## src/rtl/instr_fetch_pkg.sv

```systemverilog
// Shared constants for the RV32I fetch stage: default widths, NOP encoding
// and fetch FSM state encodings.
package instr_fetch_pkg;

  localparam int IWIDTH_DEF   = 32;
  localparam int PC_WIDTH_DEF = 32;

  localparam logic [31:0] NOP_INSTR = 32'h0000_0013;

  localparam logic [1:0] ST_IDLE = 2'd0;
  localparam logic [1:0] ST_REQ  = 2'd1;
  localparam logic [1:0] ST_DROP = 2'd2;

endpackage

```

## src/rtl/instr_fetch_skid_buf.sv

```systemverilog
// One-entry {instr, pc} holding buffer that catches a fetched word arriving
// while the decoder is stalled.
module fetch_skid_buf
  import instr_fetch_pkg::*;
#(
  parameter int IWIDTH   = IWIDTH_DEF,
  parameter int PC_WIDTH = PC_WIDTH_DEF
) (
  input  logic                d_clk,
  input  logic                d_rst,
  input  logic                load,
  input  logic                drain,
  input  logic                clear,
  input  logic [IWIDTH-1:0]   in_instr,
  input  logic [PC_WIDTH-1:0] in_pc,
  output logic                vld,
  output logic [IWIDTH-1:0]   buf_instr,
  output logic [PC_WIDTH-1:0] buf_pc
);

  // Load wins over drain so a simultaneous drain+refill keeps the new word.
  always_ff @(posedge d_clk or negedge d_rst) begin
    if (!d_rst) begin
      vld <= 1'b0;
    end else if (clear) begin
      vld <= 1'b0;
    end else if (load) begin
      vld <= 1'b1;
    end else if (drain) begin
      vld <= 1'b0;
    end
  end

  always_ff @(posedge d_clk) begin
    if (load && !clear) begin
      buf_instr <= in_instr;
      buf_pc    <= in_pc;
    end
  end

endmodule

```

## src/rtl/instr_fetch.sv

```systemverilog
// RV32I fetch stage: owns the PC, issues single-outstanding imem requests
// and presents {instr, pc, ce} to the decoder through a registered output.
module instr_fetch
  import instr_fetch_pkg::*;
#(
  parameter int                 IWIDTH   = IWIDTH_DEF,
  parameter int                 PC_WIDTH = PC_WIDTH_DEF,
  parameter logic [PC_WIDTH-1:0] RESET_PC = '0
) (
  input  logic                d_clk,
  input  logic                d_rst,
  output logic                f_o_imem_req,
  output logic [PC_WIDTH-1:0] f_o_imem_addr,
  input  logic                f_i_imem_ack,
  input  logic [IWIDTH-1:0]   f_i_imem_data,
  output logic [IWIDTH-1:0]   f_o_instr,
  output logic [PC_WIDTH-1:0] f_o_pc,
  output logic                f_o_ce,
  input  logic                f_i_stall,
  input  logic                f_i_flush,
  input  logic [PC_WIDTH-1:0] f_i_flush_pc
);

  logic [1:0]          state;
  logic [PC_WIDTH-1:0] pc;
  logic [PC_WIDTH-1:0] flush_tgt;
  logic [PC_WIDTH-1:0] addr_inc;
  logic                accept;
  logic                issue_ok;
  logic                skid_vld;
  logic                skid_load;
  logic                skid_drain;
  logic [IWIDTH-1:0]   skid_instr;
  logic [PC_WIDTH-1:0] skid_pc;

  assign flush_tgt = f_i_flush_pc & ~PC_WIDTH'(3);
  assign addr_inc  = f_o_imem_addr + PC_WIDTH'(4);
  assign issue_ok  = !f_i_stall && !skid_vld;

  // Only data answering a live (non-dropped, non-flushed) request is kept.
  assign accept     = f_o_imem_req && f_i_imem_ack && (state == ST_REQ) && !f_i_flush;
  assign skid_load  = accept && (f_i_stall || skid_vld);
  assign skid_drain = !f_i_stall && skid_vld;

  // Request / PC control. pc is the next address to issue; addr is frozen
  // while a request is outstanding, even across a flush.
  always_ff @(posedge d_clk or negedge d_rst) begin
    if (!d_rst) begin
      state         <= ST_IDLE;
      pc            <= RESET_PC;
      f_o_imem_req  <= 1'b0;
      f_o_imem_addr <= RESET_PC;
    end else begin
      case (state)
        ST_IDLE: begin
          if (f_i_flush) begin
            pc            <= flush_tgt;
            f_o_imem_addr <= flush_tgt;
            f_o_imem_req  <= 1'b1;
            state         <= ST_REQ;
          end else if (issue_ok) begin
            f_o_imem_addr <= pc;
            f_o_imem_req  <= 1'b1;
            state         <= ST_REQ;
          end
        end
        ST_REQ: begin
          if (f_i_flush) begin
            pc <= flush_tgt;
            if (f_i_imem_ack) begin
              f_o_imem_addr <= flush_tgt;
            end else begin
              state <= ST_DROP;
            end
          end else if (f_i_imem_ack) begin
            pc <= addr_inc;
            if (issue_ok) begin
              f_o_imem_addr <= addr_inc;
            end else begin
              f_o_imem_req <= 1'b0;
              state        <= ST_IDLE;
            end
          end
        end
        ST_DROP: begin
          if (f_i_flush) begin
            pc <= flush_tgt;
          end
          if (f_i_imem_ack) begin
            f_o_imem_addr <= f_i_flush ? flush_tgt : pc;
            state         <= ST_REQ;
          end
        end
        default: begin
          f_o_imem_req <= 1'b0;
          state        <= ST_IDLE;
        end
      endcase
    end
  end

  // Decoder-facing output register; the skid entry is always older than
  // a word accepted in the same cycle, so it goes out first.
  always_ff @(posedge d_clk or negedge d_rst) begin
    if (!d_rst) begin
      f_o_ce    <= 1'b0;
      f_o_instr <= IWIDTH'(NOP_INSTR);
      f_o_pc    <= '0;
    end else if (f_i_flush) begin
      f_o_ce <= 1'b0;
    end else if (!f_i_stall) begin
      if (skid_vld) begin
        f_o_instr <= skid_instr;
        f_o_pc    <= skid_pc;
        f_o_ce    <= 1'b1;
      end else if (accept) begin
        f_o_instr <= f_i_imem_data;
        f_o_pc    <= f_o_imem_addr;
        f_o_ce    <= 1'b1;
      end else begin
        f_o_ce <= 1'b0;
      end
    end
  end

  fetch_skid_buf #(
    .IWIDTH   (IWIDTH),
    .PC_WIDTH (PC_WIDTH)
  ) u_skid (
    .d_clk     (d_clk),
    .d_rst     (d_rst),
    .load      (skid_load),
    .drain     (skid_drain),
    .clear     (f_i_flush),
    .in_instr  (f_i_imem_data),
    .in_pc     (f_o_imem_addr),
    .vld       (skid_vld),
    .buf_instr (skid_instr),
    .buf_pc    (skid_pc)
  );

endmodule

```

## config.mk

```make
export PLATFORM = sky130hd
export DESIGN_NAME = instr_fetch
export DESIGN_NICKNAME = d
export VERILOG_FILES = /design/src/rtl/instr_fetch_pkg.sv /design/src/rtl/instr_fetch_skid_buf.sv /design/src/rtl/instr_fetch.sv
export SDC_FILE = /design/constraint.sdc
export NUM_CORES = 1
export LEC_CHECK = 0
export CORE_ASPECT_RATIO = 1.75
export CORE_UTILIZATION = 50
export DETAILED_ROUTE_END_ITERATION = 12
export PLACE_DENSITY = 0.77
export RECOVER_POWER = 50
export SYNTH_ARGS = -nofsm -noshare
export SYNTH_HDL_FRONTEND = slang
export SYNTH_SLANG_ARGS = --single-unit
```

## constraint.sdc

```tcl
create_clock -name d_clk -period 5.12 [get_ports d_clk]
set_input_delay 1.024 -clock d_clk [delete_from_list [all_inputs] [get_ports d_clk]]
set_output_delay 1.024 -clock d_clk [all_outputs]
set_load 0.02 [all_outputs]
```

==> results.toml, run 1 <==
[outcome]
outcome = "finished with violations"
violations = "capacitance limit, slew limit"

[clocking]
clock_path_buffers = 2
worst_skew_pair.late_latency_ns = 0.43
cts_root_buffer = "clkbuf_16"
clk_pin_slew_ns = 0.08
ctsResizeCount = 0
post_cts_buffers = 0
cts_tree = "done"
clock_sinks = 197
htreeDepth = 4
cts_buffers = 17
postCtsHoldBufs = 0

[placement]
gp_congestion = 0.8369
io_buffers = 164
place_inst = 1177
place_ws_ns = 1.757
hpwl_mm = 15.30

[worst_hold_path]
min_path_type = "reg2reg"

[setup_path]
cp.arrival_ns = 3.96
reg2reg_from = "state[0]$_DFFE_PN0P_"
reg2reg_to = "f_o_imem_addr[9]$_DFFE_PN0P_"
crit_end = "f_o_imem_addr[21]$_DFFE_PN0P_"
required_ns = 5.44
crit_chain = "clkbuf_1 > o21ba_1 > o31ai_4 > o21ai_0 > a22o_1"
cp-start-kind = "primary input"
rr_worst_depth = 5
r2r_setup_slack_ns = 2.27
cp_max_fo = 33
worst-path-stages = 5
setup.worst_path.start = "f_i_flush"
critPathTopFamily = "compound AO/OA/AOI/OAI gates"
slowest_stage = "clkbuf_1"
worst-setup-path-type = "in2reg"
endpoint_kind = "register"
crit_buf_inv = 1
crit_path_max_incr_delay_ns = 1.03

[yosys]
synth_warnings = 0
ys_seq_area_frac = 0.5859
synthFlopType = "dfrtp_1"
synth_top_family_by_area = "compound AO/OA/AOI/OAI gates"
yosys.area_share.adder = 0.001395
synth_seq_cells = 197
yosys.area_share.xor_xnor = 0.02735
async_reset_ff_frac = 0.6751
synth_area_um2 = 8967
synth_edf_count = 64
synth-simple-area-share = 0.1070
ys_types = 51
synthCells = 829
syn_area_per_cell_um2 = 10.82
synth_nets = 899
synth.area.mux_share = 0.07618
synth-compound-area-share = 0.1712

[routing]
viasPerCell = 5.863
wl_per_cell_um = 19.02
drcViolationCount = 0
ant_nets = 0
vias = 7094
drt_wl_total_mm = 23.01
drt-initial-drc-count = 392
drt_first_pass_iters = 5

[global_routing]
grt_usage = 0.2605
grt_overflow_total = 0
antenna_found_initial = 2
grt_max_degree = 85
grt_pass1_wl_mm = 36.32
grt_pass1_vias = 7099

[timing]
slew_viol_final = 85
timing_hold_violations_final = 0
post-route-period-util = 0.7109
finalSetupTns_ns = 0
min_period_ns = 3.640
tightest_slew_ns = 2.238
finalSetupViolations = 0
rsz0062_at_grt = "no"
fin_skew_ns = 0.01203
fin_ws_ns = 1.480
slew_headroom = -0.4918
fmax_mhz = 274.7

[final_layout]
layout-drive-gt1-share = 0.06033
syn2layout_area_growth_pct = 26.85
mostFrequentLayoutCell = "dfrtp_1"
final_cell_mix = "129 x dfrtp_1, 103 x nand2_1, 102 x o21ai_0"
layout.nets = 1035
nFillCells = 1446
fin_cells = 1210

[floorplan]
die_area_um2 = 18500
coreArea_um2 = 17540
die-width_um = 103.2
initial_core_util = 0.5113
fp-row-count = 64
ios = 167
die_h_um = 179.2

[pwr]
static-leakage-power_uw = 0.004430
powerDensity_nw_per_um2 = 518.4
vdd_ir_drop_max_mv = 0.3027

[job]
cap_violations = 1
-- kinds of logic (layout without fill, tap and decap cells) --
| kind of cell | Yosys count | count (layout) |
|---|---|---|
| adders and majority gates | 1 | 1 |
| buffers and inverters | 71 | 220 |
| and+or+nand+nor | 205 | 205 |
| other | 0 | 1 |
| AOI/OAI and AO/OA | 259 | 259 |
| DFF | 197 | 197 |
| muxes | 68 | 68 |
| xor gates and xnor gates | 28 | 28 |
-- flip-flops by register name, summed over array words and instances, names as in the netlist --
register	count
u_skid.buf_instr	32
u_skid.vld	1
f_o_imem_req	1
f_o_imem_addr	32
f_o_instr	32
u_skid.buf_pc	32
f_o_ce	1
pc	32
state	2
f_o_pc	32
-- Yosys cell counts, drive strengths merged (17+ instances only) --
master,count,area (um^2)
edfxtp,64,1922
mux2i,66,660.6
o21ai,103,515.5
nand2,103,386.6
nor2,31,116.4
xnor2,17,148.9
a21oi,64,320.3
dfrtp,130,3253
clkbuf,47,177.7
o22ai,24,150.1
-- metal layers --
metal  GRT usage  part of all wire  wire length (um)
met1      0.3101              0.40              9127
met2      0.4494              0.53             12130
met3     0.04795             0.048              1105
met4      0.1209             0.028               651
met5           0                 0                 0
-- report_power, final --
group	total [uW]	leakage, uW	internal, uW	switching, uW
sequential	2490	0.00219	2080	417
clock	1360	0.000290	736	620
combinational	2050	0.00195	913	1130
-- through the flow --
stage | utilization | power (uW) | hold WS, ns | area [um^2]
3_5_place_dp | 0.6153 | 4642 | 0.4693 | 10790
3_3_place_gp | 0.6153 | 4577 | 0.4616 | 10790
4_1_cts | 0.6493 | 6009 | 0.4843 | 11390
5_1_grt | 0.6486 | 6233 | 0.5014 | 11370
2_1_floorplan | - | 3589 | 0.4637 | 8967
6_report | 0.6486 | 5897 | 0.4718 | 11370
-- worst min-delay path by stage --
stage | from | endpoint | cells past startpoint
2_1_floorplan | pc[0]$_DFFE_PN0P_ | pc[0]$_DFFE_PN0P_ | 2
3_3_place_gp | f_o_instr[11]$_DFFE_PN0P_ | f_o_instr[11]$_DFFE_PN0P_ | 2
3_5_place_dp | f_o_pc[22]$_DFFE_PN0P_ | f_o_pc[22]$_DFFE_PN0P_ | 2
4_1_cts | f_o_pc[22]$_DFFE_PN0P_ | f_o_pc[22]$_DFFE_PN0P_ | 2
5_1_grt | f_o_instr[0]$_DFFE_PN1P_ | f_o_instr[0]$_DFFE_PN1P_ | 2
6_report | f_o_pc[8]$_DFFE_PN0P_ | f_o_pc[8]$_DFFE_PN0P_ | 2
-- area by class of cell --
class / count / area [um^2] / area share
Multi-Input combinational cell: 561 / 3471 / 0.3051
Antenna cell: 1 / 2.502 / 0.0002200
Tap cell: 231 / 289.0 / 0.02541
Clock buffer: 17 / 425.4 / 0.03740
Inverter: 12 / 45.04 / 0.003960
Sequential cell: 197 / 5258 / 0.4622
Clock inverter: 15 / 171.4 / 0.01507
Timing Repair Buffer: 176 / 1713 / 0.1506
-- tightest hold or removal path: cells and delay by family (launching register included) --
| family | cells | cell delay (ns) |
|---|---|---|
| flip-flops | 1 | 0.34 |
| AO/OA/AOI/OAI | 1 | 0.06 |
| AND/OR/NAND/NOR | 1 | 0.04 |
No activity file was read; power rests on OpenSTA's default activity.
==> inputs of run 2 (changes only) <==
--- a/config.mk
+++ b/config.mk
@@ -6,9 +6,9 @@
 export NUM_CORES = 1
 export LEC_CHECK = 0
 export CORE_ASPECT_RATIO = 1.75
-export CORE_UTILIZATION = 50
+export CORE_UTILIZATION = 47
 export DETAILED_ROUTE_END_ITERATION = 12
-export PLACE_DENSITY = 0.77
+export PLACE_DENSITY = 0.76
 export RECOVER_POWER = 50
 export SYNTH_ARGS = -nofsm -noshare
 export SYNTH_HDL_FRONTEND = slang
==> constraint.sdc (replaced) <==
create_clock -name d_clk -period 3 [get_ports d_clk]
set_input_delay 0.6 -clock d_clk [delete_from_list [all_inputs] [get_ports d_clk]]
set_output_delay 0.6 -clock d_clk [all_outputs]
set_load 0.02 [all_outputs]
==> run 2 against run 1 <==
Against the previous run:
- the run still ends with capacitance limit, slew limit left
- worst setup slack lost 1.0 ns
- sequential share of layout area decreased by 0.74 points
- first-iteration DRC count increased by 44%
- cell area increased by 1.6%
- register-to-register slack got worse by 1.6 ns
- clock-buffer cell count up 4
- clock skew is 0.0039 ns lower
- sequential power increased by 66%
- final cell count grew 2.6%
- critical path type is now reg2out
- highest routed layer unchanged
==> results.toml, run 2 (same netlist as run 1, synthesis figures left out) <==
[outcome]
outcome = "finished with violations"
violations = "capacitance limit, slew limit"

[clocking]
worst_skew_pair.late_latency_ns = 0.43
postCtsHoldBufs = 0
htreeDepth = 4
cts_root_buffer = "clkbuf_16"
cts_tree = "done"
clock_sinks = 197
ctsResizeCount = 0
cts_buffers = 17
post_cts_buffers = 0
clk_pin_slew_ns = 0.07
clock_path_buffers = 2

[timing]
fin_skew_ns = 0.008117
fmax_mhz = 397.0
rsz0062_at_grt = "no"
min_period_ns = 2.519
post-route-period-util = 0.8395
hold_ws_ns = 0.4751
slew_viol_final = 68
finalSetupTns_ns = 0
slew_headroom = -0.1830
tightest_slew_ns = 1.774
fin_ws_ns = 0.4814
finalSetupViolations = 0
timing_hold_violations_final = 0

[routing]
wl_met3_um = 946
vias = 7143
wl_per_cell_um = 18.74
drcViolationCount = 0
met1_length_mm = 9.546
highest_layer = "met4"
viasPerCell = 5.751
drt_first_pass_iters = 5
met2_length_mm = 12.27
drt-initial-drc-count = 566
drt_wl_total_mm = 23.27
ant_nets = 0

[final_layout]
fin_cells = 1242
antenna_cells = 0
ff_latch_area_um2 = 5258
nFillCells = 1552
mostFrequentLayoutCell = "dfrtp_1"
multi_input_area_um2 = 3446
final_cell_mix = "129 x dfrtp_1, 118 x clkdlybuf4s50_1, 103 x nand2_1"
layout.nets = 1061
syn2layout_area_growth_pct = 28.90
layout-drive-gt1-share = 0.07171

[worst_hold_path]
min_path_type = "reg2reg"
min-delay-start = "f_o_instr[19]$_DFFE_PN0P_"
worstHoldPathCells = 2
hold_end = "f_o_instr[19]$_DFFE_PN0P_"

[setup_path]
crit_chain = "clkbuf_1 > clkdlybuf4s50_1"
cp.arrival_ns = 1.92
r2r_setup_slack_ns = 0.63
worst-setup-path-type = "reg2out"
worst-path-stages = 2
reg2reg_from = "state[1]$_DFFE_PN0P_"
reg2reg_to = "u_skid.buf_instr[20]$_DFFE_PP_"
cp-start-kind = "register"
slowest_stage = "clkdlybuf4s50_1"
rr_worst_depth = 4
critPathTopFamily = "buffers and inverters"
endpoint_kind = "output pin"
crit_path_max_incr_delay_ns = 0.71
cp_max_fo = 9
required_ns = 2.40
crit_buf_inv = 2

[placement]
place_inst = 1210
place_ws_ns = 0.3809
io_buffers = 164
hpwl_mm = 15.71
gp_congestion = 0.8471

[pwr]
powerDensity_nw_per_um2 = 873.9
vdd_ir_drop_max_mv = 0.4010
static-leakage-power_uw = 0.004486

[global_routing]
antenna_found_initial = 0
grt_overflow_total = 0
grt_pass1_wl_mm = 37.75
grt_pass1_vias = 7198
grt_max_degree = 130
grt_usage = 0.2484

[floorplan]
initial_core_util = 0.4805
die-width_um = 106.4
fp-row-count = 66
die_h_um = 184.7
die_area_um2 = 19660
ios = 167
coreArea_um2 = 18660

[job]
cap_violations = 1
==> run 2: stage by stage <==
step	area, um^2	power [uW]	util
floorplan	8969	6124	-
global placement	11060	7942	0.5927
detailed placement	11060	8054	0.5927
CTS	11620	10250	0.6228
global route	11560	10660	0.6193
finish	11560	10100	0.6193
==> run 2: layer usage <==
| layer | up-vias | global-route usage |
|---|---|---|
| li1 | 3344 | - |
| met1 | 3536 | 0.3019 |
| met4 | 0 | 0.1058 |
| met5 | - | 0 |
| met2 | 226 | 0.4400 |
| met3 | 37 | 0.03218 |
==> run 2: area by class of cell <==
cell class / instances / share of cell area
Clock inverter: 11 / 0.008876
Sequential cell: 197 / 0.4549
Inverter: 12 / 0.003897
Multi-Input combinational cell: 561 / 0.2981
Tap cell: 238 / 0.02576
Clock buffer: 21 / 0.03984
Timing Repair Buffer: 202 / 0.1687
==> run 2: worst max-delay path by stage <==
| stage | from | endpoint | slack, ns |
|---|---|---|---|
| final | f_o_imem_addr[9]$_DFFE_PN0P_ | f_o_imem_addr[9] | 0.48 |
| after CTS | f_o_imem_addr[2]$_DFFE_PN0P_ | f_o_imem_addr[30]$_DFFE_PN0P_ | 0.70 |
| after floorplan | state[1]$_DFFE_PN0P_ | u_skid.buf_instr[0]$_DFFE_PP_ | 0.62 |
| after detailed placement | f_i_imem_ack | f_o_imem_addr[10]$_DFFE_PN0P_ | 0.38 |
| after global placement | f_i_imem_ack | f_o_imem_addr[10]$_DFFE_PN0P_ | 0.39 |
| after global routing | f_i_imem_ack | f_o_imem_addr[1]$_DFFE_PN0P_ | 0.39 |
==> run 2: tightest hold or removal path, cell delays in order (launching register included) <==
cell,delay (ns)
dfrtp_1,0.33
nand2_1,0.05
o21ai_0,0.06
==> run 2: report_power, final <==
part | internal, uW | switching [uW]
clock | 1190 | 990
combinational | 1700 | 2090
sequential | 3550 | 587
total | 6440 | 3670
